## config.mk

```make
export PLATFORM = sky130hd
export DESIGN_NAME = psram_req_bridge_flat
export DESIGN_NICKNAME = d
export VERILOG_FILES = /design/src/rtl/psram_req_bridge_pkg.sv /design/src/rtl/psram_req_bridge_if.sv /design/src/rtl/psram_req_bridge_slot.sv /design/src/rtl/psram_req_bridge.sv /design/src/flat_wrapper.sv
export SDC_FILE = /design/constraint.sdc
export NUM_CORES = 1
export LEC_CHECK = 0
export BUFFER_PORTS_ARGS = -buffer_cell sky130_fd_sc_hd__clkbuf_2
export CORE_MARGIN = 4
export CORE_UTILIZATION = 50
export CTS_BUF_LIST = sky130_fd_sc_hd__clkbuf_16
export DETAILED_ROUTE_END_ITERATION = 7
export PLACE_DENSITY = 0.85
export SLEW_MARGIN = 0
export SYNTH_ARGS = -nofsm -noshare
export SYNTH_HDL_FRONTEND = slang
export SYNTH_SLANG_ARGS = --single-unit
```

## constraint.sdc

```tcl
create_clock -name clk_x3 -period 2 [get_ports clk_x3]
set_input_delay 0.4 -clock clk_x3 [delete_from_list [all_inputs] [get_ports clk_x3]]
set_output_delay 0.4 -clock clk_x3 [all_outputs]
set_load 0.02 [all_outputs]
```

## src/rtl/psram_req_bridge_pkg.sv

```systemverilog
// Shared types and constants for the PSRAM request bridge.
package a2pdp_pkg;

  // Bridge sequencer states.
  typedef enum logic [2:0] {
    ST_INIT    = 3'd0,
    ST_IDLE    = 3'd1,
    ST_WR_CMD  = 3'd2,
    ST_RD_CMD  = 3'd3,
    ST_RD_WAIT = 3'd4
  } bridge_state_t;

  // Byte-lane enables, bit1 = high byte.
  localparam logic [1:0] WMASK_WORD = 2'b11;
  localparam logic [1:0] WMASK_LO   = 2'b01;
  localparam logic [1:0] WMASK_HI   = 2'b10;

  // Data returned to the bus when a read is abandoned.
  localparam logic [15:0] RDATA_ABORT = 16'hFFFF;

  // Lane mask for a write: full word, or the lane picked by byte address bit 0.
  function automatic logic [1:0] lane_mask(input logic is_byte, input logic a0);
    if (!is_byte) begin
      return WMASK_WORD;
    end
    return a0 ? WMASK_HI : WMASK_LO;
  endfunction

endpackage

```

## src/rtl/psram_req_bridge_if.sv

```systemverilog
// Command/response port between the bridge and the PSRAM controller.
interface psram_req_bridge_if #(
  parameter int MEM_AW = 21
);
  logic              mem_calib;
  logic              mem_cmd_valid;
  logic              mem_cmd_ready;
  logic              mem_cmd_we;
  logic [MEM_AW-1:0] mem_addr;
  logic [15:0]       mem_wdata;
  logic [1:0]        mem_wmask;
  logic              mem_rvalid;
  logic [15:0]       mem_rdata;

  // Bridge side: issues commands, consumes read data.
  modport master (
    input  mem_calib, mem_cmd_ready, mem_rvalid, mem_rdata,
    output mem_cmd_valid, mem_cmd_we, mem_addr, mem_wdata, mem_wmask
  );

  // Controller side.
  modport slave (
    output mem_calib, mem_cmd_ready, mem_rvalid, mem_rdata,
    input  mem_cmd_valid, mem_cmd_we, mem_addr, mem_wdata, mem_wmask
  );
endinterface

```

## src/rtl/psram_req_bridge_slot.sv

```systemverilog
// Single-entry request holding register. A "fresh" flag marks contents the
// sequencer has not yet copied into its command registers; a clear is only
// honoured when the entry is not fresh, so a request that overwrote the slot
// while its predecessor was in flight is not lost.
module req_slot
  import a2pdp_pkg::*;
#(
  parameter int AW = 21
) (
  input  logic          clk_x3,
  input  logic          rstb,
  input  logic          i_set,
  input  logic [AW-1:0] i_addr,
  input  logic [15:0]   i_wdata,
  input  logic [1:0]    i_wmask,
  input  logic          i_take,
  input  logic          i_clr,
  output logic          o_valid,
  output logic [AW-1:0] o_addr,
  output logic [15:0]   o_wdata,
  output logic [1:0]    o_wmask,
  output logic          o_overrun
);

  logic          r_valid;
  logic          r_fresh;
  logic [AW-1:0] r_addr;
  logic [15:0]   r_wdata;
  logic [1:0]    r_wmask;
  logic          w_clr_eff;

  assign w_clr_eff = i_clr & ~r_fresh;
  // A set onto a full slot is an overrun unless the slot empties this cycle.
  assign o_overrun = i_set & r_valid & ~w_clr_eff;

  // Set wins over clear and take; data is captured only on set.
  always_ff @(posedge clk_x3) begin
    if (rstb) begin
      r_valid <= 1'b0;
      r_fresh <= 1'b0;
      r_addr  <= '0;
      r_wdata <= '0;
      r_wmask <= '0;
    end else if (i_set) begin
      r_valid <= 1'b1;
      r_fresh <= 1'b1;
      r_addr  <= i_addr;
      r_wdata <= i_wdata;
      r_wmask <= i_wmask;
    end else begin
      if (w_clr_eff) r_valid <= 1'b0;
      if (i_take)    r_fresh <= 1'b0;
    end
  end

  assign o_valid = r_valid;
  assign o_addr  = r_addr;
  assign o_wdata = r_wdata;
  assign o_wmask = r_wmask;

endmodule

```

## src/rtl/psram_req_bridge.sv

```systemverilog
// Turns DCJ11 RAM strobe levels into single PSRAM controller commands,
// holding one pending write and one pending read, and returns read data.
module psram_req_bridge
  import a2pdp_pkg::*;
#(
  parameter int MEM_AW  = 21,
  parameter int TIMEOUT = 63
) (
  input  logic                clk_x3,
  input  logic                rstb,
  input  logic [MEM_AW:0]     ram_addr,
  input  logic [15:0]         ram_wdata,
  input  logic                ram_read,
  input  logic                ram_write,
  input  logic                ram_byte,
  output logic [15:0]         ram_rdata,
  output logic                init,
  output logic                busy,
  output logic                err_timeout,
  output logic                err_overrun,
  psram_req_bridge_if.master  mem
);

  localparam int CW = $clog2(TIMEOUT + 1);

  bridge_state_t     r_state, w_state_next;
  logic              r_rd_prev, r_wr_prev, r_rd_edge, r_wr_edge;
  logic [CW-1:0]     r_cnt;
  logic              r_init, r_err_to, r_err_ov;
  logic [15:0]       r_rdata;
  logic              r_cmd_we;
  logic [MEM_AW-1:0] r_cmd_addr;
  logic [15:0]       r_cmd_wdata;
  logic [1:0]        r_cmd_wmask;

  logic              w_wr_valid, w_rd_valid, w_wr_ovr, w_rd_ovr;
  logic [MEM_AW-1:0] w_wr_addr, w_rd_addr;
  logic [15:0]       w_wr_wdata, w_rd_wdata;
  logic [1:0]        w_wr_wmask, w_rd_wmask, w_wmask;
  logic              w_take_wr, w_take_rd, w_clr_wr, w_rd_done, w_rd_abort, w_cnt_last;

  assign w_wmask = lane_mask(ram_byte, ram_addr[0]);

  // Edge detect: the registered pulse marks a sampled 0->1 of each strobe.
  always_ff @(posedge clk_x3) begin
    if (rstb) begin
      r_rd_prev <= 1'b0;
      r_wr_prev <= 1'b0;
      r_rd_edge <= 1'b0;
      r_wr_edge <= 1'b0;
    end else begin
      r_rd_prev <= ram_read;
      r_wr_prev <= ram_write;
      r_rd_edge <= ram_read & ~r_rd_prev;
      r_wr_edge <= ram_write & ~r_wr_prev;
    end
  end

  req_slot #(.AW(MEM_AW)) u_wr_slot (
    .clk_x3    (clk_x3),
    .rstb      (rstb),
    .i_set     (r_wr_edge),
    .i_addr    (ram_addr[MEM_AW:1]),
    .i_wdata   (ram_wdata),
    .i_wmask   (w_wmask),
    .i_take    (w_take_wr),
    .i_clr     (w_clr_wr),
    .o_valid   (w_wr_valid),
    .o_addr    (w_wr_addr),
    .o_wdata   (w_wr_wdata),
    .o_wmask   (w_wr_wmask),
    .o_overrun (w_wr_ovr)
  );

  req_slot #(.AW(MEM_AW)) u_rd_slot (
    .clk_x3    (clk_x3),
    .rstb      (rstb),
    .i_set     (r_rd_edge),
    .i_addr    (ram_addr[MEM_AW:1]),
    .i_wdata   (ram_wdata),
    .i_wmask   (WMASK_WORD),
    .i_take    (w_take_rd),
    .i_clr     (w_rd_done | w_rd_abort),
    .o_valid   (w_rd_valid),
    .o_addr    (w_rd_addr),
    .o_wdata   (w_rd_wdata),
    .o_wmask   (w_rd_wmask),
    .o_overrun (w_rd_ovr)
  );

  // Every action below is gated by calibration so a calib drop only ever
  // moves the FSM back to INIT, keeping slots for re-issue.
  assign w_cnt_last = (r_cnt == CW'(TIMEOUT - 1));
  assign w_take_wr  = mem.mem_calib && (r_state == ST_IDLE) && w_wr_valid;
  assign w_take_rd  = mem.mem_calib && (r_state == ST_IDLE) && !w_wr_valid && w_rd_valid;
  assign w_clr_wr   = mem.mem_calib && (r_state == ST_WR_CMD) && mem.mem_cmd_ready;
  assign w_rd_done  = mem.mem_calib && (r_state == ST_RD_WAIT) && mem.mem_rvalid;
  assign w_rd_abort = mem.mem_calib && (r_state == ST_RD_WAIT) && !mem.mem_rvalid && w_cnt_last;

  // Next-state selection; write wins over read because it came first on the bus.
  always_comb begin
    w_state_next = r_state;
    if (!mem.mem_calib) begin
      w_state_next = ST_INIT;
    end else begin
      case (r_state)
        ST_INIT:    w_state_next = ST_IDLE;
        ST_IDLE: begin
          if (w_wr_valid)      w_state_next = ST_WR_CMD;
          else if (w_rd_valid) w_state_next = ST_RD_CMD;
        end
        ST_WR_CMD:  if (mem.mem_cmd_ready) w_state_next = ST_IDLE;
        ST_RD_CMD:  if (mem.mem_cmd_ready) w_state_next = ST_RD_WAIT;
        ST_RD_WAIT: if (w_rd_done || w_rd_abort) w_state_next = ST_IDLE;
        default:    w_state_next = ST_INIT;
      endcase
    end
  end

  // State register and RD_WAIT cycle counter.
  always_ff @(posedge clk_x3) begin
    if (rstb) begin
      r_state <= ST_INIT;
      r_cnt   <= '0;
    end else begin
      r_state <= w_state_next;
      if (r_state == ST_RD_WAIT) r_cnt <= r_cnt + CW'(1);
      else                       r_cnt <= '0;
    end
  end

  // Command registers load once when leaving IDLE so they stay fixed while valid.
  always_ff @(posedge clk_x3) begin
    if (rstb) begin
      r_cmd_we    <= 1'b0;
      r_cmd_addr  <= '0;
      r_cmd_wdata <= '0;
      r_cmd_wmask <= '0;
    end else if (w_take_wr) begin
      r_cmd_we    <= 1'b1;
      r_cmd_addr  <= w_wr_addr;
      r_cmd_wdata <= w_wr_wdata;
      r_cmd_wmask <= w_wr_wmask;
    end else if (w_take_rd) begin
      r_cmd_we    <= 1'b0;
      r_cmd_addr  <= w_rd_addr;
      r_cmd_wdata <= w_rd_wdata;
      r_cmd_wmask <= w_rd_wmask;
    end
  end

  // Read data hold, sticky error flags and registered calibration status.
  always_ff @(posedge clk_x3) begin
    if (rstb) begin
      r_rdata  <= '0;
      r_err_to <= 1'b0;
      r_err_ov <= 1'b0;
      r_init   <= 1'b0;
    end else begin
      r_init <= mem.mem_calib;
      if (w_rd_done)       r_rdata <= mem.mem_rdata;
      else if (w_rd_abort) r_rdata <= RDATA_ABORT;
      if (w_rd_abort)          r_err_to <= 1'b1;
      if (w_wr_ovr || w_rd_ovr) r_err_ov <= 1'b1;
    end
  end

  assign mem.mem_cmd_valid = (r_state == ST_WR_CMD) || (r_state == ST_RD_CMD);
  assign mem.mem_cmd_we    = r_cmd_we;
  assign mem.mem_addr      = r_cmd_addr;
  assign mem.mem_wdata     = r_cmd_wdata;
  assign mem.mem_wmask     = r_cmd_wmask;

  assign ram_rdata   = r_rdata;
  assign init        = r_init;
  // INIT is waiting, not working: only active states or pending requests count.
  assign busy        = ((r_state != ST_IDLE) && (r_state != ST_INIT)) || w_wr_valid || w_rd_valid;
  assign err_timeout = r_err_to;
  assign err_overrun = r_err_ov;

endmodule
```

## src/flat_wrapper.sv

```systemverilog
// flat-port wrapper written by rule: the top's interface ports become plain ports
module psram_req_bridge_flat import a2pdp_pkg::*;
#(
  parameter int MEM_AW  = 21,
  parameter int TIMEOUT = 63
)
  (clk_x3, rstb, ram_addr, ram_wdata, ram_read, ram_write, ram_byte, ram_rdata, init, busy, err_timeout, err_overrun, mem_mem_calib, mem_mem_cmd_ready, mem_mem_rvalid, mem_mem_rdata, mem_mem_cmd_valid, mem_mem_cmd_we, mem_mem_addr, mem_mem_wdata, mem_mem_wmask);
  psram_req_bridge_if #(.MEM_AW(MEM_AW)) mem_i ();
  input  logic clk_x3;
  input  logic rstb;
  input  logic [MEM_AW:0] ram_addr;
  input  logic [15:0] ram_wdata;
  input  logic ram_read;
  input  logic ram_write;
  input  logic ram_byte;
  output logic [15:0] ram_rdata;
  output logic init;
  output logic busy;
  output logic err_timeout;
  output logic err_overrun;
  input wire logic [$bits(mem_i.mem_calib)-1:0] mem_mem_calib;
  input wire logic [$bits(mem_i.mem_cmd_ready)-1:0] mem_mem_cmd_ready;
  input wire logic [$bits(mem_i.mem_rvalid)-1:0] mem_mem_rvalid;
  input wire logic [$bits(mem_i.mem_rdata)-1:0] mem_mem_rdata;
  output wire logic [$bits(mem_i.mem_cmd_valid)-1:0] mem_mem_cmd_valid;
  output wire logic [$bits(mem_i.mem_cmd_we)-1:0] mem_mem_cmd_we;
  output wire logic [$bits(mem_i.mem_addr)-1:0] mem_mem_addr;
  output wire logic [$bits(mem_i.mem_wdata)-1:0] mem_mem_wdata;
  output wire logic [$bits(mem_i.mem_wmask)-1:0] mem_mem_wmask;
  assign mem_i.mem_calib = mem_mem_calib;
  assign mem_i.mem_cmd_ready = mem_mem_cmd_ready;
  assign mem_i.mem_rvalid = mem_mem_rvalid;
  assign mem_i.mem_rdata = mem_mem_rdata;
  assign mem_mem_cmd_valid = mem_i.mem_cmd_valid;
  assign mem_mem_cmd_we = mem_i.mem_cmd_we;
  assign mem_mem_addr = mem_i.mem_addr;
  assign mem_mem_wdata = mem_i.mem_wdata;
  assign mem_mem_wmask = mem_i.mem_wmask;
  psram_req_bridge #(.MEM_AW(MEM_AW), .TIMEOUT(TIMEOUT)) u_core (.clk_x3(clk_x3), .rstb(rstb), .ram_addr(ram_addr), .ram_wdata(ram_wdata), .ram_read(ram_read), .ram_write(ram_write), .ram_byte(ram_byte), .ram_rdata(ram_rdata), .init(init), .busy(busy), .err_timeout(err_timeout), .err_overrun(err_overrun), .mem(mem_i));
endmodule
```

* Yosys cells after proc, flatten, opt, wreduce, memory -nomap -nowiden
Index checks and enable logic that the tools add are counted.
Storage, ports and cells: word-level logic and storage cells 106, bits in registers 153, output and inout bits 61, bits of input ports 62
Cells by class: add/subtract/negate cells 1, bitwise gates (word level) 17, equal/unequal tests 10, muxes and demuxes 25, reduce and logical (&&, ||, !) cells 29
Operators by type and width (number):
- $mux W16 | 4
- $mux W21 | 2
- $mux W3 | 5
- $pmux W3 S5 | 1
- $reduce_bool A2 Y1 | 6
- $logic_and A1 B1 Y1 | 11
- $mux W1 | 9
- $and A1 B1 Y1 | 8
- $mux W2 | 4
- $not A1 Y1 | 8
- $add A6 B1 Y6 const B | 1
- $eq A3 B2 Y1 const B | 2
- $eq A6 B6 Y1 const B | 1
- $ne A2 B2 Y1 const B | 3
- $logic_or A1 B1 Y1 | 5
- $reduce_and A4 Y1 | 1
- $reduce_or A2 Y1 | 2
- $eq A3 B1 Y1 const B | 1
- $eq A3 B3 Y1 const B | 1
- $logic_not A3 Y1 | 1
- $ne A3 B1 Y1 const B | 1
- $ne A3 B3 Y1 const B | 1
- $reduce_bool A3 Y1 | 1
- $logic_not A1 Y1 | 2
- $or A1 B1 Y1 | 1

* Logic depth before layout (Yosys ltp)
word-level depth 9, gate-level depth with buffers 6, depth with buffers taken out 5

* By module
Synthesis repeated with hierarchy kept, for this count alone.
Unflattened totals: cell total of the unflattened synthesis 669, area total of the unflattened synthesis 6378.6 µm²
By module, submodules not included:
- psram_req_bridge | cells each 395, area each 3348.2 µm², sequential area each 1441.4 µm², instances 1
- req_slot | cells each 137, area each 1515.2 µm², sequential area each 820.8 µm², instances 2

* Worst setup path before layout
Ideal clock, no wire load.
kind register to register, from register u_core.r_cnt[0], to register u_core.r_rdata[0] (netlist: u_core.ram_rdata[0]), library setup time 119 ps, cell stages (with the launch flop) 7, setup slack 561 ps, path buffers 1, required time 1881 ps, period minus slack after synthesis 1439 ps, arrival 1320 ps, cell sequence dfxtp_1 -> inv_1 -> ha_1 -> a31oi_2 -> nor2_2 -> buf_4 -> o221a_1
On the way: word-level cells in the longest chain between the ends 3
Ends and longest elaborated chain:
- start, declared | line psram_req_bridge.sv:28 | logic [CW-1:0] r_cnt;
- start signal, assigned | line psram_req_bridge.sv:127 | if (r_state == ST_RD_WAIT) r_cnt <= r_cnt + CW'(1);
- $eq A6 B6 Y1 | line psram_req_bridge.sv:93 | assign w_cnt_last = (r_cnt == CW'(TIMEOUT - 1));
- $logic_and A1 B1 Y1 | line psram_req_bridge.sv:98 | assign w_rd_abort = mem.mem_calib && (r_state == ST_RD_WAIT) && !mem.mem_rvalid && w_cnt_last;
- $reduce_bool A2 Y1 (no line)
- end signal, assigned | line psram_req_bridge.sv:161 | if (w_rd_done) r_rdata <= mem.mem_rdata;
- end, declared | line psram_req_bridge.sv:30 | logic [15:0] r_rdata;
No other way between the ends. A chain may end at the register's enable or synchronous reset.

* Worst setup path in the final report
from register u_core.u_wr_slot.r_valid (netlist: u_core.u_wr_slot.o_valid), to register u_core.r_cmd_wdata[14] (netlist: u_core.mem.mem_wdata[14])
On the way: word-level cells in the longest chain between the ends 4, elaborated cells on any way between the ends 6, those cells by class 1 x mux; 5 x reduce/logical
Ends and longest elaborated chain:
- start, declared | line psram_req_bridge_slot.sv:25 | logic r_valid;
- start signal, assigned | line psram_req_bridge_slot.sv:39 | r_valid <= 1'b0;
- start signal, assigned | line psram_req_bridge_slot.sv:45 | r_valid <= 1'b1;
- start signal, assigned | line psram_req_bridge_slot.sv:51 | if (w_clr_eff) r_valid <= 1'b0;
- $logic_not A1 Y1 | line psram_req_bridge.sv:95 | assign w_take_rd = mem.mem_calib && (r_state == ST_IDLE) && !w_wr_valid && w_rd_valid;
- $logic_and A1 B1 Y1 (2 in a row) | line psram_req_bridge.sv:95
- $reduce_bool A2 Y1 (no line)
- end signal, assigned | line psram_req_bridge.sv:142 | r_cmd_wdata <= w_wr_wdata;
- end signal, assigned | line psram_req_bridge.sv:147 | r_cmd_wdata <= w_rd_wdata;
- end, declared | line psram_req_bridge.sv:33 | logic [15:0] r_cmd_wdata;
Parallel ways exist; a longest one is shown, timed or not.

==> results.cfg <==
[floorplan]
top_level_ports = 123
dieArea_um2 = 12900
die_h_um = 113
die_x_um = 113
initial_utilization = 0.512
core_area_um2 = 10800
rows = 38

[clock_network]
insertion_delay_ns = 0.41
cts_sinks = 153
cts_hold_buf = 0
cts_tree = yes
post-cts-setup-buffers = 0
htreeDepth = 4
path_clk_slew_ns = 0.06
clockRootBuffer = clkbuf_16
cts_max_path_buffers = 2
cts_inserted_buffers = 17
cts_resized = 0

[logic_synthesis]
synth-xor-area-share = 0.00788
ys_warn_count = 0
synthAdderAreaFrac = 0.00450
synth.area.mux_share = 0.133
syn_area_per_cell_um2 = 10.7
netlist_instances = 519
synth_top_family_by_area = multiplexers
yosys.area_share.simple = 0.131
ys_ff_latch = 153
synth_cell_types = 40
ys_seq_area_frac = 0.551
synth_compound_gate_area_share = 0.126
synthesis.area_um2 = 5560
synth_nets = 583

[grt]
grt_pass1_wl_mm = 20.8
grt_max_degree = 123
antenna_found_initial = 0
gr-usage-all-layers = 0.201
grt_overflow = 0
grt_pass1_vias = 4325

[routing]
drt_wl_total_mm = 12.5
drc_errors = 0
avgViaCountPerCell = 5.55
wl_per_cell_um = 16.1
vias = 4327
firstDrtPassIters = 6
drt_iter0_markers = 434
ant_nets = 0

[place]
hpwl_mm = 8.03
gp_congestion = 0.824
io_buffers = 122

[power]
p_per_area_nw_per_um2 = 959
p_leak_nw = 2.78
peakVddDrop_mv = 0.545

[timing]
setup_tns_ns = 0
clock_skew_ns = 0.00577
max_freq_mhz = 563
slew_viol_final = 0
grt_setup_unrepaired = no
min_period_over_period = 0.888
finalHoldViolCount = 0
finalSetupViolations = 0
tightest_slew_ns = 1.10
hold_slack_ns = 0.212
min_period_ns = 1.78
relSlewSlack = 0.262

[hold_path]
hp-class = primary input to flip-flop

[cells_and_area]
layout.nets = 691
syn_to_final_growth_pct = 22.1
antenna_cells = 0
layout-drive-gt1-share = 0.257

[worst_setup_path]
path_max_fanout = 37
worst_setup_path_end_kind = flip-flop
start_kind = flip-flop
critPathKind = flip-flop to flip-flop
arrival_ns = 2.11
crit_required_ns = 2.34

[job]
drv_cap = 0

[outcome]
status = completed
## sequential cells by signal, indices dropped and copies added (netlist names), 2 cells and up
| name | cells |
|---|---|
| u_core.mem.mem_addr | 21 |
| u_core.mem.mem_wdata | 16 |
| u_core.mem.mem_wmask | 2 |
| u_core.r_cnt | 6 |
| u_core.r_state | 3 |
| u_core.ram_rdata | 16 |
| u_core.u_rd_slot.o_addr | 21 |
| u_core.u_rd_slot.o_wdata | 16 |
| u_core.u_wr_slot.o_addr | 21 |
| u_core.u_wr_slot.o_wdata | 16 |
| u_core.u_wr_slot.o_wmask | 2 |
## per-stage QoR
stage | instances | util | instance area, um2 | power, W | setup WS (ns)
6_report | 779 | 0.626 | 6790 | 0.00651 | 0.224
5_1_grt | 779 | 0.626 | 6790 | 0.00677 | 0.115
4_1_cts | 779 | 0.626 | 6790 | 0.00657 | 0.238
3_5_place_dp | 748 | 0.576 | 6240 | 0.00365 | 0.180
3_3_place_gp | 748 | 0.576 | 6240 | 0.00363 | 0.255
2_1_floorplan | 519 | - | 5560 | 0.00350 | 0.561
## cell usage in the layout (no fill, tap or decap), drive strengths merged, types with 2 or more instances in the layout
cell type / instances
xnor2: 2
o21ai: 3
nor3: 2
a222oi: 37
clkinv: 10
nor2b: 6
clkinvlp: 2
a311oi: 2
dfxtp: 153
xor2: 3
o22ai: 2
ha: 2
o221a: 16
a21oi: 7
a31oi: 2
nand3: 4
nor2: 138
bufinv: 2
inv: 8
or3: 2
clkbuf: 138
buf: 8
nand4bb: 2
nor3b: 2
mux2i: 74
nand2: 4
## per-layer routing
| metal | GRT usage | vias up | routed length [um] |
|---|---|---|---|
| li1 | - | 2089 | - |
| met1 | 0.250 | 2084 | 5430 |
| met2 | 0.338 | 141 | 6110 |
| met3 | 0.0483 | 13 | 824 |
| met4 | 0.0777 | 0 | 180 |
| met5 | 0 | - | 0 |
## worst paths after layout
path                                               start                        to  slack [ns]  depth (start not counted)
worst min register to register          u_core.r_rd_prev          u_core.r_rd_edge        0.38                          1
worst max register to register  u_core.u_wr_slot.o_valid  u_core.mem.mem_wdata[14]        0.22                          3
worst min-delay path                                rstb        u_core.err_timeout        0.21                          2
worst max-delay path            u_core.u_wr_slot.o_valid  u_core.mem.mem_wdata[14]        0.22                          3
## worst max-delay path: stages (launching register included)
cell and delay, ns:
dfxtp_1 0.39, o21ai_4 0.90, a222oi_1 0.24, nor2_1 0.16
## cells in the mapped netlist
library cell	count	area [um2]
a311oi_1	2	17.5
a31oi_1	1	6.26
a222oi_1	37	370
a31oi_2	1	12.5
o21bai_1	1	7.51
o31ai_1	1	7.51
nor3_1	1	5.00
inv_1	5	18.8
nand4bb_4	2	55.1
o22ai_1	2	12.5
nor2b_1	6	37.5
a32oi_1	1	8.76
nand3_1	4	20.0
nand2b_1	1	6.26
o21ai_0	1	5.00
o21ai_1	1	5.00
xnor2_1	2	17.5
and3_1	1	6.26
xor2_1	3	26.3
nand2_1	4	15.0
mux2i_1	74	741
buf_6	7	78.8
o221a_1	16	180
buf_4	1	7.51
a21oi_1	7	35.0
dfxtp_1	153	3060
nor3b_1	2	15.0
a41oi_1	1	8.76
nor3_4	1	16.3
o311ai_1	1	8.76
nor2_1	136	510
buf_2	13	65.1
inv_2	1	3.75
or3_1	2	12.5
clkbuf_1	19	71.3
o21ai_4	1	16.3
ha_1	2	25.0
and4bb_4	1	16.3
nor2_2	2	12.5
clkinv_1	2	7.51
## area by class of cell
| type | count | area, um2 |
|---|---|---|
| inverters | 8 | 30.0 |
| clock buffers | 17 | 425 |
| fillers | 864 | 4060 |
| well taps | 140 | 175 |
| clock inverters | 14 | 116 |
| multi-input cells | 318 | 2240 |
| repair buffers | 129 | 728 |
| flip-flops and latches | 153 | 3070 |
## where the power goes
group          internal, W  total [W]  switching (W)
Sequential         0.00314    0.00319      0.0000532
Clock              0.00179    0.00292        0.00113
Combinational     0.000172   0.000398       0.000226
## logic make-up after synthesis
| group | count (synthesis) |
|---|---|
| fa+ha+maj | 2 |
| simple gates | 163 |
| mux | 74 |
| compound gates | 74 |
| xor+xnor | 5 |
| buf+inv | 48 |
| flops | 153 |
Note: power is estimated with default switching activity, not from simulation.
